===== src/rtl/pong_pkg.sv =====
// rtl/pong_pkg.sv - shared control encodings and VGA timing limits
package pong_pkg;

  typedef enum logic [1:0] {
    CTRL_HOLD = 2'b00,
    CTRL_UP   = 2'b01,
    CTRL_DOWN = 2'b10,
    CTRL_LOAD = 2'b11
  } ctrl_e;

  localparam int H_LIMIT = 799;
  localparam int V_LIMIT = 524;

endpackage


===== src/rtl/tick_prescaler.sv =====
// rtl/tick_prescaler.sv - divides qualified cycles down to count steps
module tick_prescaler
  import pong_pkg::*;
#(
  parameter int PRESCALE = 1,
  parameter int PS_WIDTH = $clog2(PRESCALE + 1)
) (
  input  logic clk,
  input  logic reset_n,
  input  logic qualify,
  input  logic clear,
  output logic step
);

  generate
    if (PRESCALE == 1) begin : g_bypass
      // No divider: every qualified cycle is a step, so the register inputs go unused.
      logic [PS_WIDTH-1:0] unused_bypass;
      assign unused_bypass = {PS_WIDTH{clk ^ reset_n ^ clear}};
      assign step = qualify;
    end else begin : g_count
      localparam logic [PS_WIDTH-1:0] PS_LAST = PS_WIDTH'(PRESCALE - 1);

      logic [PS_WIDTH-1:0] ps;

      assign step = qualify && (ps == PS_LAST);

      // Count qualified cycles; restart on a step or an external clear, hold otherwise.
      always_ff @(posedge clk) begin
        if (!reset_n) begin
          ps <= '0;
        end else if (clear || step) begin
          ps <= '0;
        end else if (qualify) begin
          ps <= ps + PS_WIDTH'(1);
        end
      end
    end
  endgenerate

endmodule


===== src/rtl/mode_counter.sv =====
// rtl/mode_counter.sv - up/down/load counter with runtime limit, prescaler and cascade carry
module mode_counter
  import pong_pkg::*;
#(
  parameter int WIDTH    = 10,
  parameter int PRESCALE = 1,
  parameter int PS_WIDTH = $clog2(PRESCALE + 1)
) (
  input  logic             clk,
  input  logic             reset_n,
  input  logic [1:0]       ctrl,
  input  logic             cnt_in,
  input  logic             wrap_en,
  input  logic [WIDTH-1:0] limit,
  input  logic [WIDTH-1:0] load_val,
  output logic [WIDTH-1:0] Q,
  output logic             carry_out,
  output logic             roll,
  output logic             at_max,
  output logic             at_zero
);

  logic [WIDTH-1:0] q_r;
  logic [WIDTH-1:0] q_next;
  logic             roll_r;
  logic             is_up;
  logic             is_down;
  logic             qualify;
  logic             step;

  assign is_up   = (ctrl == CTRL_UP);
  assign is_down = (ctrl == CTRL_DOWN);
  assign qualify = (is_up || is_down) && cnt_in;

  tick_prescaler #(
    .PRESCALE (PRESCALE),
    .PS_WIDTH (PS_WIDTH)
  ) u_prescaler (
    .clk     (clk),
    .reset_n (reset_n),
    .qualify (qualify),
    .clear   (ctrl == CTRL_LOAD),
    .step    (step)
  );

  // The terminal event is reported even when saturating; the down clamp from above limit is not terminal.
  assign carry_out = step && ((is_up && (q_r >= limit)) || (is_down && (q_r == '0)));

  assign Q       = q_r;
  assign roll    = roll_r;
  assign at_max  = (q_r == limit);
  assign at_zero = (q_r == '0);

  // Next count: range checks come before the +/-1 so the arithmetic never overflows.
  always_comb begin
    q_next = q_r;
    case (ctrl)
      CTRL_LOAD: q_next = load_val;
      CTRL_UP: begin
        if (step) begin
          if (q_r < limit) begin
            q_next = q_r + WIDTH'(1);
          end else begin
            q_next = wrap_en ? '0 : limit;
          end
        end
      end
      CTRL_DOWN: begin
        if (step) begin
          if (q_r > limit) begin
            q_next = limit;
          end else if (q_r == '0) begin
            q_next = wrap_en ? limit : '0;
          end else begin
            q_next = q_r - WIDTH'(1);
          end
        end
      end
      default: q_next = q_r;
    endcase
  end

  // Count register and single-cycle roll pulse, written on the same edge as the wrapped value.
  always_ff @(posedge clk) begin
    if (!reset_n) begin
      q_r    <= '0;
      roll_r <= 1'b0;
    end else begin
      q_r    <= q_next;
      roll_r <= carry_out && wrap_en;
    end
  end

endmodule


===== config.mk =====
export PLATFORM = sky130hd
export DESIGN_NAME = mode_counter
export DESIGN_NICKNAME = d
export VERILOG_FILES = /design/src/rtl/pong_pkg.sv /design/src/rtl/tick_prescaler.sv /design/src/rtl/mode_counter.sv
export SDC_FILE = /design/constraint.sdc
export NUM_CORES = 1
export LEC_CHECK = 0
export CAP_MARGIN = 20
export CORE_MARGIN = 1.5
export CORE_UTILIZATION = 30
export CTS_CLUSTER_DIAMETER = 150
export DETAILED_ROUTE_END_ITERATION = 8
export PLACE_DENSITY_LB_ADDON = 0.3
export SLEW_MARGIN = 5
export SYNTH_ARGS = -nofsm -noshare
export SYNTH_HDL_FRONTEND = slang
export SYNTH_SLANG_ARGS = --single-unit

===== constraint.sdc =====
create_clock -name clk -period 2 [get_ports clk]
set_input_delay 0.2 -clock clk [delete_from_list [all_inputs] [get_ports clk]]
set_output_delay 0.2 -clock clk [all_outputs]
set_load 0.03 [all_outputs]

Yosys cells after proc, flatten, opt, wreduce, memory -nomap -nowiden
Cells that the tools add are included.

cells by class
  add/subtract/negate cells = 2
  reductions and logical operators = 10
  multiplexer cells = 8
  equality and inequality tests = 6
  order comparisons = 3

operators with widths
  cell                                                 count
  two-way mux 10 bit                                   7
  case mux 10 bit (3 select lines)                     1
  adder 10 x 1 -> 10 bit, second input constant        1
  equality test 10 bit                                 1
  >= comparator 10 bit                                 1
  greater-than comparator 10 bit                       1
  logical NOT 10 bit                                   1
  < comparator 10 bit                                  1
  subtractor 10 x 1 -> 10 bit, second input constant   1
  logical AND 1 bit                                    5
  equality test 2 bit, second input constant           2
  != test 2 x 1 -> 1 bit, second input constant        2
  AND reduction 3 bit                                  1
  nonzero test 3 bit                                   1
  equality test 2 x 1 -> 1 bit, second input constant  1
  logical OR 1 bit                                     2

word-level totals
  word-level logic and storage cells = 31
  input port bits = 26
  register bits after elaboration = 11
  output and inout bits = 14

Depth between registers and ports, before layout
  depth after elaboration = 5
  depth in mapped cells = 9
  mapped depth without buffers = 8

Cells and area by module
From an unflattened synthesis, not the netlist that was laid out.

unflattened totals
  cell total of the unflattened synthesis = 224
  area, all modules = 1697.9 µm²

by module, submodules not included
  module          sequential area each (µm²)  area an instance (µm²)  times used  cells each
  mode_counter    220.2                       1690.4                  1           223
  tick_prescaler  0.0                         7.5                     1           1

Worst setup path after synthesis
OpenSTA, ideal clock, no wires.

  path type = register -> register
  from = register q_r[0] (netlist: Q[0])
  to = register q_r[2] (netlist: Q[2])
  setup slack = -0.892 ns
  stages on the path, launching flop included = 9
  path buffers = 0
  clock period less this slack = 2.892 ns
  required time = 1.876 ns
  data arrival time = 2.768 ns
  library setup time = 0.124 ns
  cells stage by stage = dfxtp_1 > inv_1 > ha_1 > nor4b_4 > nand2_2 > nor4_1 > a211oi_2 > a221oi_1 > a21oi_1

on the way
  cells in the longest elaborated chain, start to end = 5
  elaborated cells on any way between the ends = 11

ends and longest elaborated chain
  element                           RTL line            source
  start: declaration                mode_counter.sv:23  logic [WIDTH-1:0] q_r;
  start signal: assignment          mode_counter.sv:89  q_r <= q_next;
  logical NOT 10 bit                --
  net at_zero                       mode_counter.sv:20  output logic at_zero
  two-way mux 10 bit                mode_counter.sv:72  end else if (q_r == '0) begin
  two-way mux 10 bit                mode_counter.sv:70  if (q_r > limit) begin
  two-way mux 10 bit                mode_counter.sv:69  if (step) begin
  case mux 10 bit (3 select lines)  mode_counter.sv:57  case (ctrl)

The timed path passes the listed nets, and every way through them passes these cells. The select of a mux whose other input is x is not followed.
A chain may end at the register's enable or synchronous reset.

Worst setup path after layout
  from = register q_r[1] (netlist: Q[1])
  to = register q_r[7] (netlist: Q[7])

on the way
  cells in the longest elaborated chain, start to end = 5
  elaborated cells on any way between the ends = 11

ends and longest elaborated chain
  element                                                                   RTL line
  subtractor 10 x 1 -> 10 bit / logical NOT 10 bit (equally long branches)  mode_counter.sv:75, mode_counter.sv:72
  two-way mux 10 bit                                                        mode_counter.sv:72
  two-way mux 10 bit                                                        mode_counter.sv:70
  two-way mux 10 bit                                                        mode_counter.sv:69
  case mux 10 bit (3 select lines) (*)                                      mode_counter.sv:57

Every way passes the cells marked *; elsewhere a longest branch is shown, timed or not. The select of a mux whose other input is x is not followed.

==> impl_table.tex <==
\begin{tabular}{lr}
\hline
Metric & Value \\
\hline
\multicolumn{2}{l}{\textbf{Outcome}} \\
\quad Status & finished, violations left \\
\quad Failing checks & negative setup slack \\
\multicolumn{2}{l}{\textbf{Worst setup path}} \\
\quad Standard cell with the maximum stage delay on the critical path & or3\_4 \\
\quad Series of cell instances along the critical path & ha\_4, nor2b\_1, o211a\_4, or3\_4, a211oi\_4, buf\_4, a221oi\_2, a21oi\_2 \\
\quad Capturing element type of the critical path & register \\
\quad Kind of start point of the critical path & register \\
\quad Crit Path Class & register to register \\
\quad Max incr delay on CP & 400 ps \\
\quad Delay-heaviest family, CP & compound AO/OA/AOI/OAI gates \\
\quad Sum of buffers and inverters on the critical path & 1 \\
\quad Arrival time at the worst endpoint & roughly 2300 ps \\
\quad Required @ worst endpoint & $\sim$2200 ps \\
\quad Maximum fanout count along the critical path & 4 \\
\multicolumn{2}{l}{\textbf{Die}} \\
\quad Count of standard-cell rows & 26 \\
\quad Io pins & 40 \\
\quad Die H & 74.9 um \\
\quad Die ar. & 5620 um2 \\
\quad Initial core utilization & 30.8\% \\
\quad Die boundary width & about 75 um \\
\quad Core area & approximately 5000 um2 \\
\multicolumn{2}{l}{\textbf{Yosys}} \\
\quad Number of storage elements in the synthesis netlist & 11 \\
\quad Share of synthesized area occupied by flip-flops and latches & about 14\% \\
\quad Share of synthesized flip-flops with an asynchronous set or reset & 0\% \\
\quad Synth unique cells & 48 \\
\quad Gate Count Post-Synth & 217 \\
\quad Count of flip-flops with a built-in enable after synthesis & 0 \\
\quad Main synth FF type & dfxtp\_1 \\
\quad Average size of a mapped cell & about 7.2 um2 \\
\quad Synthesized netlist net count & about 260 \\
\quad Mapped Area & roughly 1600 um2 \\
\quad Yosys Warn Count & 0 \\
\multicolumn{2}{l}{\textbf{Power and ir drop}} \\
\quad Cell area power density & around 560 nW/um2 \\
\quad Switching part of the total power & roughly 43\% \\
\quad Part of the total power dissipated in combinational logic & between 60 and 70\% \\
\quad Part of the power in the clock network & between 10\% and 20\% \\
\quad VDD IR max & roughly 0.00022 V \\
\quad Switching component of the power & around 650 uW \\
\quad Internal Power & around 880 uW \\
\quad Leakage power & between 0.001 and 0.0015 uW \\
\quad Sequential cell fraction of total power & between 15 and 20\% \\
\multicolumn{2}{l}{\textbf{Placed design}} \\
\quad IO buf count & 39 \\
\quad Final weighted congestion of routability-driven global placement & $\sim$0.9 \\
\quad Detailed placer's ending HPWL & between 4000 and 5000 um \\
\quad Instance count after placement with tap cells included & roughly 360 \\
\quad Worst slack at placement & -764 ps \\
\multicolumn{2}{l}{\textbf{STA}} \\
\quad Post-Route Skew & roughly 4.3 ps \\
\quad Final setup fails & 10 \\
\quad Unrepaired setup endpoints after global routing & yes \\
\quad FMAX & $\sim$460 MHz \\
\quad Remaining max-slew budget at the tightest pin & between 70 and 80\% \\
\quad Slew Viols, Final & 0 \\
\quad Worst-margin pin slew & between 400 and 500 ps \\
\quad Time the worst path needs with I/O delays and setup & 2150 ps \\
\quad Final worst-path cycle share & 108\% \\
\quad Worst Slack Setup Final & -154 ps \\
\quad Endpoints failing hold & 0 \\
\multicolumn{2}{l}{\textbf{Run}} \\
\quad Maxcap violations & 0 \\
\multicolumn{2}{l}{\textbf{Clock network}} \\
\quad CTS Root Buffer Type & clkbuf\_8 \\
\quad Later-pin clock latency in the skew report & between 200 and 300 ps \\
\quad Sink count of the clock tree & 11 \\
\quad Buffers from clock root to sink, at most & 2 \\
\quad Number of hold buffers added after CTS & 0 \\
\quad Clock tree from TritonCTS & yes \\
\quad H-tree levels & 1 \\
\quad Total clock buffers created by CTS & 3 \\
\quad Clock slew seen by the registers of the worst setup and hold paths & around 60 ps \\
\multicolumn{2}{l}{\textbf{Detailed routing}} \\
\quad Drt initial violations & $\sim$220 \\
\quad Routed wire length per instance & between 10 and 15 um \\
\quad Count of TritonRoute iterations in the first routing pass & 5 \\
\quad Number of nets with antenna violations after detailed routing & 0 \\
\quad DRC violations left & 0 \\
\quad Drt total wl & approximately 5600 um \\
\quad Via count of the routed design & 1959 \\
\quad Routed vias/inst & around 5.3 \\
\multicolumn{2}{l}{\textbf{Global route}} \\
\quad Combined global-route utilization of all metal layers & between 20 and 25\% \\
\quad Antenna violations before repair & 0 \\
\quad Via count of the first global-routing pass & between 1500 and 2000 \\
\quad Wire length of the first global-routing pass & roughly 8800 um \\
\quad Gr ovfl total & 0 \\
\quad Pin count of the biggest net entering global routing & 17 \\
\multicolumn{2}{l}{\textbf{Final layout}} \\
\quad Antenna Cells & 0 \\
\quad Number of nets in the layout & around 350 \\
\quad Post-Route Utilization & between 50\% and 60\% \\
\quad Most frequent standard cell in the layout excluding fill and tap cells & buf\_4 \\
\quad Area growth, synth to finish & 75.4\% \\
\quad Layout cell share with drive strength beyond 1 & a little over two fifths \\
\quad Number of non-filler instances in the completed layout & roughly 370 \\
\quad Leading cell types in the layout, fill and taps excluded & buf\_4 (52), clkdlybuf4s50\_1 (27), nand2\_1 (24) \\
\multicolumn{2}{l}{\textbf{Hold path}} \\
\quad Type of the most critical hold path & input pin to register \\
\hline
\end{tabular}
-- cells in the mapped netlist (2+ instances only) --
cell type / n / area [um2]
nand3_1: 5 / 25.0
xnor2_1: 8 / 70.1
buf_2: 2 / 10.0
nand4_1: 3 / 18.8
a31oi_1: 9 / 56.3
nor3_1: 11 / 55.1
o21ai_0: 11 / 55.1
dfxtp_1: 11 / 220
nand2_1: 24 / 90.1
a221oi_1: 6 / 52.6
nor3b_1: 2 / 15.0
inv_1: 17 / 63.8
nor4_1: 4 / 25.0
and4_1: 3 / 26.3
o211ai_1: 12 / 90.1
a21oi_1: 14 / 70.1
nor2_1: 21 / 78.8
xor2_1: 4 / 35.0
buf_4: 3 / 22.5
ha_1: 15 / 188
a211oi_2: 2 / 25.0
buf_6: 3 / 33.8
clkbuf_1: 2 / 7.51
-- power by group through the flow --
stage          Clock, uW  Sequential (uW)  Combinational (uW)
6_report             246              278                1010
5_1_grt              259              282                1090
4_1_cts              253              278                 969
3_5_place_dp           0              282                 897
3_3_place_gp           0              281                 887
2_1_floorplan          0              344                 487
-- metal layers --
| layer | vias up | wire length [um] | track usage, % |
|---|---|---|---|
| met5 | - | 0 | 0 |
| met4 | 0 | 57 | 5.05 |
| met3 | 8 | 445 | 1.07 |
| met2 | 91 | 2610 | 33.6 |
| met1 | 888 | 2440 | 29.9 |
| li1 | 972 | - | - |
-- final timing paths --
check / start / to / slack [ps] / cells after the start
worst max-delay path: Q[1] / Q[7] / -150 / 8
worst min-delay path: limit[9] / Q[9] / 390 / 3
worst max register to register: Q[1] / Q[7] / -150 / 8
worst min register to register: Q[0] / Q[0] / 610 / 3
-- metrics by stage --
step / hold WS, ps / cell area, um2 / setup TNS (ps) / power [uW]
CTS: 383 / 2670 / -916 / 1500
finish: 389 / 2720 / -1060 / 1540
detailed placement: 616 / 2520 / -7660 / 1180
global route: 417 / 2720 / -1930 / 1630
floorplan: 334 / 1770 / -1070 / 832
global placement: 612 / 2520 / -7530 / 1170
-- state kept, by name, summed over array words and instances, names as in the netlist --
name  count
roll      1
Q        10
-- cells by family (layout without fill, tap and decap cells) --
family | count (synthesis) | after routing | synth area share [%]
DFF | 11 | 11 | 14.2
buffers and inverters | 30 | 116 | 10.3
and+or+nand+nor | 84 | 84 | 27.9
muxes | 1 | 1 | 0.725
xor gates and xnor gates | 12 | 12 | 6.77
adders and majority gates | 15 | 15 | 12.1
AOI/OAI and AO/OA | 64 | 64 | 28.0
-- layout make-up --
| cell class | instances | area (um2) |
|---|---|---|
| Clock inverter | 1 | 5.00 |
| Multi-Input combinational cell | 176 | 1450 |
| Clock buffer | 3 | 41.3 |
| Inverter | 18 | 72.6 |
| Timing Repair Buffer | 94 | 816 |
| Tap cell | 70 | 87.6 |
| Fill cell | 476 | 2320 |
| Sequential cell | 11 | 255 |
-- repair_timing --
| action | 4_1_cts | 5_1_grt |
|---|---|---|
| cloned | 0 | 0 |
| endpoints found under the setup margin | 13 | 12 |
| setup buffers | 3 | 2 |
| resized for setup | 41 | 10 |
| pin swaps | 22 | 8 |
-- worst reg2reg max path: stages, from the launching register on --
cell      delay [ps]
dfxtp_4          380
ha_4             200
nor2b_1          140
o211a_4          260
or3_4            400
a211oi_4         280
buf_4            180
a221oi_2          60
a21oi_2          170
Note: power is estimated with default switching activity, not from simulation.
